File: src/rtl/uart_word_tx_fifo.sv
`default_nettype none
// ============================================================================
// uart_word_tx_fifo : queues multi-byte words and feeds them byte by byte to a
//                     byte-level UART transmitter.  Revision 1.0
// ============================================================================
module uart_word_tx_fifo #(
  parameter int         WORD_BYTES = 4,
  parameter int         DEPTH      = 4,
  parameter bit         TERM_EN    = 1'b0,
  parameter logic [7:0] TERM_BYTE  = 8'h0A,
  localparam int        WORD_W     = 8 * WORD_BYTES,
  localparam int        CW         = $clog2(WORD_BYTES + 1),
  localparam int        LW         = $clog2(DEPTH + 1)
) (
  input  logic              clk,
  input  logic              rst,
  input  logic              in_valid,
  output logic              in_ready,
  input  logic [WORD_W-1:0] in_word,
  input  logic [CW-1:0]     in_bytes,
  input  logic              in_msb_first,
  output logic              tx_start,
  output logic [7:0]        tx_data,
  input  logic              tx_busy,
  output logic              busy,
  output logic [LW-1:0]     level
);

  localparam int AW = $clog2(DEPTH);
  localparam int IW = (WORD_BYTES > 1) ? $clog2(WORD_BYTES) : 1;

  typedef enum logic [2:0] {
    S_IDLE  = 3'd0,
    S_LOAD  = 3'd1,
    S_CHECK = 3'd2,
    S_RAISE = 3'd3,
    S_HOLD  = 3'd4,
    S_WAIT  = 3'd5
  } state_t;

  // FIFO storage is never reset; occupancy is tracked by level_q
  logic [WORD_W-1:0] mem_word_q [DEPTH];
  logic [CW-1:0]     mem_cnt_q  [DEPTH];
  logic              mem_msb_q  [DEPTH];

  logic [AW-1:0] wr_ptr_q, wr_ptr_d;
  logic [AW-1:0] rd_ptr_q, rd_ptr_d;
  logic [LW-1:0] level_q, level_d;
  logic [CW-1:0] in_cnt;
  logic          push, pop;

  state_t            state_q, state_d;
  logic [WORD_W-1:0] word_q, word_d;
  logic [CW-1:0]     rem_q, rem_d;
  logic [IW-1:0]     idx_q, idx_d;
  logic              msb_q, msb_d;
  logic              term_done_q, term_done_d;
  logic              is_term_q, is_term_d;
  logic [7:0]        byte_q, byte_d;
  logic              tx_start_q, tx_start_d;
  logic [7:0]        tx_data_q, tx_data_d;

  always_comb begin
    in_cnt   = (in_bytes > CW'(WORD_BYTES)) ? CW'(WORD_BYTES) : in_bytes;
    in_ready = (level_q != LW'(DEPTH));
    push     = in_valid && in_ready;
    pop      = (state_q == S_LOAD);
    wr_ptr_d = push ? wr_ptr_q + 1'b1 : wr_ptr_q;
    rd_ptr_d = pop  ? rd_ptr_q + 1'b1 : rd_ptr_q;
    level_d  = level_q + LW'(push) - LW'(pop);
  end

  always_ff @(posedge clk) begin
    if (push) begin
      mem_word_q[wr_ptr_q] <= in_word;
      mem_cnt_q[wr_ptr_q]  <= in_cnt;
      mem_msb_q[wr_ptr_q]  <= in_msb_first;
    end
  end

  always_comb begin
    state_d     = state_q;
    word_d      = word_q;
    rem_d       = rem_q;
    idx_d       = idx_q;
    msb_d       = msb_q;
    term_done_d = term_done_q;
    is_term_d   = is_term_q;
    byte_d      = byte_q;
    tx_start_d  = tx_start_q;
    tx_data_d   = tx_data_q;
    case (state_q)
      S_IDLE: begin
        if (level_q != '0) state_d = S_LOAD;
      end
      S_LOAD: begin
        word_d      = mem_word_q[rd_ptr_q];
        rem_d       = mem_cnt_q[rd_ptr_q];
        msb_d       = mem_msb_q[rd_ptr_q];
        idx_d       = (mem_msb_q[rd_ptr_q] && mem_cnt_q[rd_ptr_q] != '0)
                      ? IW'(mem_cnt_q[rd_ptr_q] - 1'b1) : '0;
        term_done_d = 1'b0;
        state_d     = S_CHECK;
      end
      S_CHECK: begin
        if (rem_q != '0) begin
          byte_d    = word_q[8*idx_q +: 8];
          is_term_d = 1'b0;
          state_d   = S_RAISE;
        end else if (TERM_EN && !term_done_q) begin
          byte_d      = TERM_BYTE;
          is_term_d   = 1'b1;
          term_done_d = 1'b1;
          state_d     = S_RAISE;
        end else begin
          state_d = S_IDLE;
        end
      end
      S_RAISE: begin
        tx_start_d = 1'b1;
        tx_data_d  = byte_q;
        state_d    = S_HOLD;
      end
      S_HOLD: begin
        if (tx_busy) begin
          tx_start_d = 1'b0;
          if (!is_term_q && rem_q != '0) begin
            rem_d = rem_q - 1'b1;
            // idx only moves while another payload byte remains, so it stays in range
            if (rem_q > CW'(1)) idx_d = msb_q ? idx_q - 1'b1 : idx_q + 1'b1;
          end
          state_d = S_WAIT;
        end
      end
      S_WAIT: begin
        if (!tx_busy) state_d = S_CHECK;
      end
      default: state_d = S_IDLE;
    endcase
  end

  always_ff @(posedge clk or posedge rst) begin
    if (rst) begin
      wr_ptr_q    <= '0;
      rd_ptr_q    <= '0;
      level_q     <= '0;
      state_q     <= S_IDLE;
      word_q      <= '0;
      rem_q       <= '0;
      idx_q       <= '0;
      msb_q       <= 1'b0;
      term_done_q <= 1'b0;
      is_term_q   <= 1'b0;
      byte_q      <= '0;
      tx_start_q  <= 1'b0;
      tx_data_q   <= '0;
    end else begin
      wr_ptr_q    <= wr_ptr_d;
      rd_ptr_q    <= rd_ptr_d;
      level_q     <= level_d;
      state_q     <= state_d;
      word_q      <= word_d;
      rem_q       <= rem_d;
      idx_q       <= idx_d;
      msb_q       <= msb_d;
      term_done_q <= term_done_d;
      is_term_q   <= is_term_d;
      byte_q      <= byte_d;
      tx_start_q  <= tx_start_d;
      tx_data_q   <= tx_data_d;
    end
  end

  assign tx_start = tx_start_q;
  assign tx_data  = tx_data_q;
  assign level    = level_q;
  assign busy     = (level_q != '0) || (state_q != S_IDLE);

endmodule
`default_nettype wire

File: config.mk
export PLATFORM = sky130hd
export DESIGN_NAME = uart_word_tx_fifo
export DESIGN_NICKNAME = d
export VERILOG_FILES = /design/src/rtl/uart_word_tx_fifo.sv
export SDC_FILE = /design/constraint.sdc
export NUM_CORES = 1
export LEC_CHECK = 0
export CORE_ASPECT_RATIO = 1.1
export CORE_UTILIZATION = 35
export CTS_CLUSTER_SIZE = 30
export DETAILED_ROUTE_END_ITERATION = 10
export PLACE_DENSITY = 0.49
export SYNTH_ARGS = -nofsm -noshare
export SYNTH_HDL_FRONTEND = slang
export SYNTH_SLANG_ARGS = --single-unit
File: constraint.sdc
create_clock -name clk -period 2.95 [get_ports clk]
set_input_delay 0.59 -clock clk [delete_from_list [all_inputs] [get_ports clk]]
set_output_delay 0.59 -clock clk [all_outputs]
set_load 0.05 [all_outputs]
==> metrics.md <==
| Metric | Value |
|---|---|
| Share of cells above drive strength 1 | 0.289 |
| Grt total ovfl | 0 |
| Run status | finished clean |
| Top-count cell post-synth | edfxtp_1 |
| Number of synthesized flops with an enable pin | 144 |
| N_diodes | 0 |
| Clock Sinks | 209 |
| Flop pwr share | 0.434 |
| H-tree levels | 1 |
| Via-per-instance ratio | 4.92 |
| Tcrit/Tclk final | 0.932 |
| # IOs | 54 |
| Mapped Area | 8170 µm² |
| Root buf cell | clkbuf_16 |
| PnR worst setup slack | 0.201 ns |
| Final setup vio count | 0 |
| Clock power frac | 0.254 |
| PwrDens | 1060 nW/µm² |
| Vias in the first global route | 4305 |
| CTS tree | done |
| Fmax | 364 MHz |
| Setup Crit Path Kind | reg -> out |
| Core area | 22900 µm² |
| Clock insertion delay at the later pin of the skew report | 0.49 ns |
| Antenna violations before repair | 0 |
| Worst-margin pin slew | 0.811 ns |
| Post-CTS Setup Repair Bufs | 0 |
| Die height | 162 µm |
| Yosys top cell area share | 0.529 |
| Post-route total power | 10.4 mW |
| Syn avg cell area | 20.1 µm² |
| Reg clk slew, reported paths | 0.06 ns |
| DIE AREA | 23900 µm² |
| Setup WS pre-CTS | 0.432 ns |
| # hold bufs at CTS | 0 |
| Initial Utilization | 0.357 |
| # DRC | 0 |
| # nets final | 526 |
| Via count | 3895 |
| Num rows | 58 |
| Static Leak | 3.48 nW |
| Seq cells post-synth | 209 |
| First-pass DRT Iterations | 4 |
| Fin Hold WS | 0.491 ns |
| Sequential-to-total area share from yosys stat | 0.729 |
| CTS Buffer Depth | 3 |
| Internal | 7.28 mW |
| Total track usage | 0.137 |
| Net Sw Power | 3.14 mW |
| Element type at the critical path start | flop |
| Post_cts resized | 0 |
| Worst slew margin | 0.452 |
| Synth area leaders | edfxtp_1 53%, dfrtp_1 20%, mux4_2 12% |
| TritonCTS Buffers | 23 |
| Starting DRT DRC Count | 167 |
| Post-route ant nets | 0 |
| Setup_tns | 0 ns |
| Max VDD drop | 412 µV |
| Crit path time final | 2.75 ns |
| FFs w/ async S/R, synth | 0.311 |
| Die width | 148 µm |
| Port bufs | 53 |
| Required time of the critical path | 2.36 ns |
| Unrepaired setup endpoints after global routing | false |
| Max FO, Critical Path | 4 |
| Synth Warn # | 0 |
| Final Hold Viols | 0 |
| Largest net degree at the start of global routing | 66 |
| Yosys cell types | 36 |
| Synth Net Count | 458 |
| WP data arrival | 2.16 ns |
| Global-route wire length before repair | 24.8 mm |
| Synthesis-to-layout area growth | 20.5% |
| Wire per inst | 19.3 µm |
| Routed wire length | 15.2 mm |
| Dpl hpwl | 9.13 mm |
| Commonest cells in the netlist | 144 x edfxtp_1, 65 x dfrtp_1, 48 x mux2_2 |
| Synth Flop Type | edfxtp_1 |
| Synth area leader | edfxtp_1 |
| Critical Path Sink Type | primary output |
| Max Cap Violations | 0 |
| Worst hold path type | in -> async |
| GP Congestion | 0.726 |
| Clock Skews | 0.00692 ns |
| Switching Share | 0.301 |
| Comb pwr share | 0.312 |
| Fin. max-slew vios | 0 |
| Post-synthesis cell count | 407 |
[final timing paths]
path                                           endpoint  slack [ns]  cells after the start                    from
max in group asynchronous       rd_ptr_q[0]$_DFFE_PP0N_        2.15                      3                     rst
worst min register to register   word_q[14]$_DFFE_PP0N_        0.50                      1  word_q[14]$_DFFE_PP0N_
min in group clk                 word_q[14]$_DFFE_PP0N_        0.50                      1  word_q[14]$_DFFE_PP0N_
worst min-delay path            wr_ptr_q[0]$_DFFE_PP0P_        0.49                      3                     rst
worst max-delay path                               busy        0.20                      3      level[2]$_DFF_PP0_
worst max register to register       level[2]$_DFF_PP0_        0.92                      9      level[1]$_DFF_PP0_
[through the flow]
stage / utilization / cell area, µm² / cells
2_1_floorplan: - / 8170 / 407
3_3_place_gp: 0.399 / 9130 / 750
4_1_cts: 0.430 / 9840 / 791
3_5_place_dp: 0.399 / 9130 / 750
5_1_grt: 0.430 / 9840 / 791
6_report: 0.430 / 9840 / 791
[routing by layer]
layer  GRT usage  vias to the layer above  part of all wire
met5           0                        -                 0
met4      0.0394                        0             0.016
met3      0.0236                       19             0.037
met2       0.249                       65              0.55
met1       0.167                     2066              0.40
li1            -                     1745                 -
[kinds of logic (layout without fill, tap and decap cells)]
kind of cell	count (synthesis)	count (layout)	synth area share
flip-flops	209	209	0.729
multiplexers	93	93	0.189
AND/OR/NAND/NOR	39	39	0.0274
buffers and inverters	32	116	0.0172
AO/OA/AOI/OAI	17	17	0.0138
adder cells (fa/ha/maj)	11	11	0.0178
XOR/XNOR	6	6	0.00643
[worst max-delay path, stage by stage (launching register included)]
cell	delay (ns)
dfrtp_1	0.41
or3_1	0.40
nand3b_1	0.16
clkdlybuf4s50_1	0.70
[flip-flops by register name (all words and copies together), names as in the netlist, 3 cells and up]
register / cells
mem_word_q: 128
word_q: 32
mem_cnt_q: 12
byte_q: 8
tx_data: 8
mem_msb_q: 4
level: 3
rem_q: 3
state_q: 3
[layout make-up]
type / instances / area [µm²]
fill: 2010 / 13000
multi-input combinational: 166 / 2090
inverter: 14 / 52.6
clock inverter: 11 / 76.3
sequential: 209 / 5950
clock buffer: 30 / 632
timing repair buffer: 61 / 666
tap: 300 / 375
[cells in the final DEF, fill, tap and decap left out, types with 4 or more instances in the layout]
cell	count
and3_2	4
buf_12	6
clkbuf_1	4
clkbuf_16	23
clkdlybuf4s50_1	53
clkinv_2	7
dfrtp_1	64
edfxtp_1	144
ha_1	10
inv_1	13
mux2_2	48
mux4_2	44
nand2_1	8
nor2_1	4
nor2b_1	5
o21ai_0	7
xnor2_1	4
[power groups by stage]
| stage | registers, mW | clock network [mW] | logic (mW) |
|---|---|---|---|
| 5_1_grt | 4.64 | 2.86 | 3.56 |
| 4_1_cts | 4.56 | 2.74 | 3.37 |
| 3_3_place_gp | 4.57 | 0 | 3.31 |
| 6_report | 4.52 | 2.65 | 3.25 |
| 2_1_floorplan | 4.64 | 0 | 2.22 |
| 3_5_place_dp | 4.61 | 0 | 3.36 |
(Power assumes the default switching activity.)
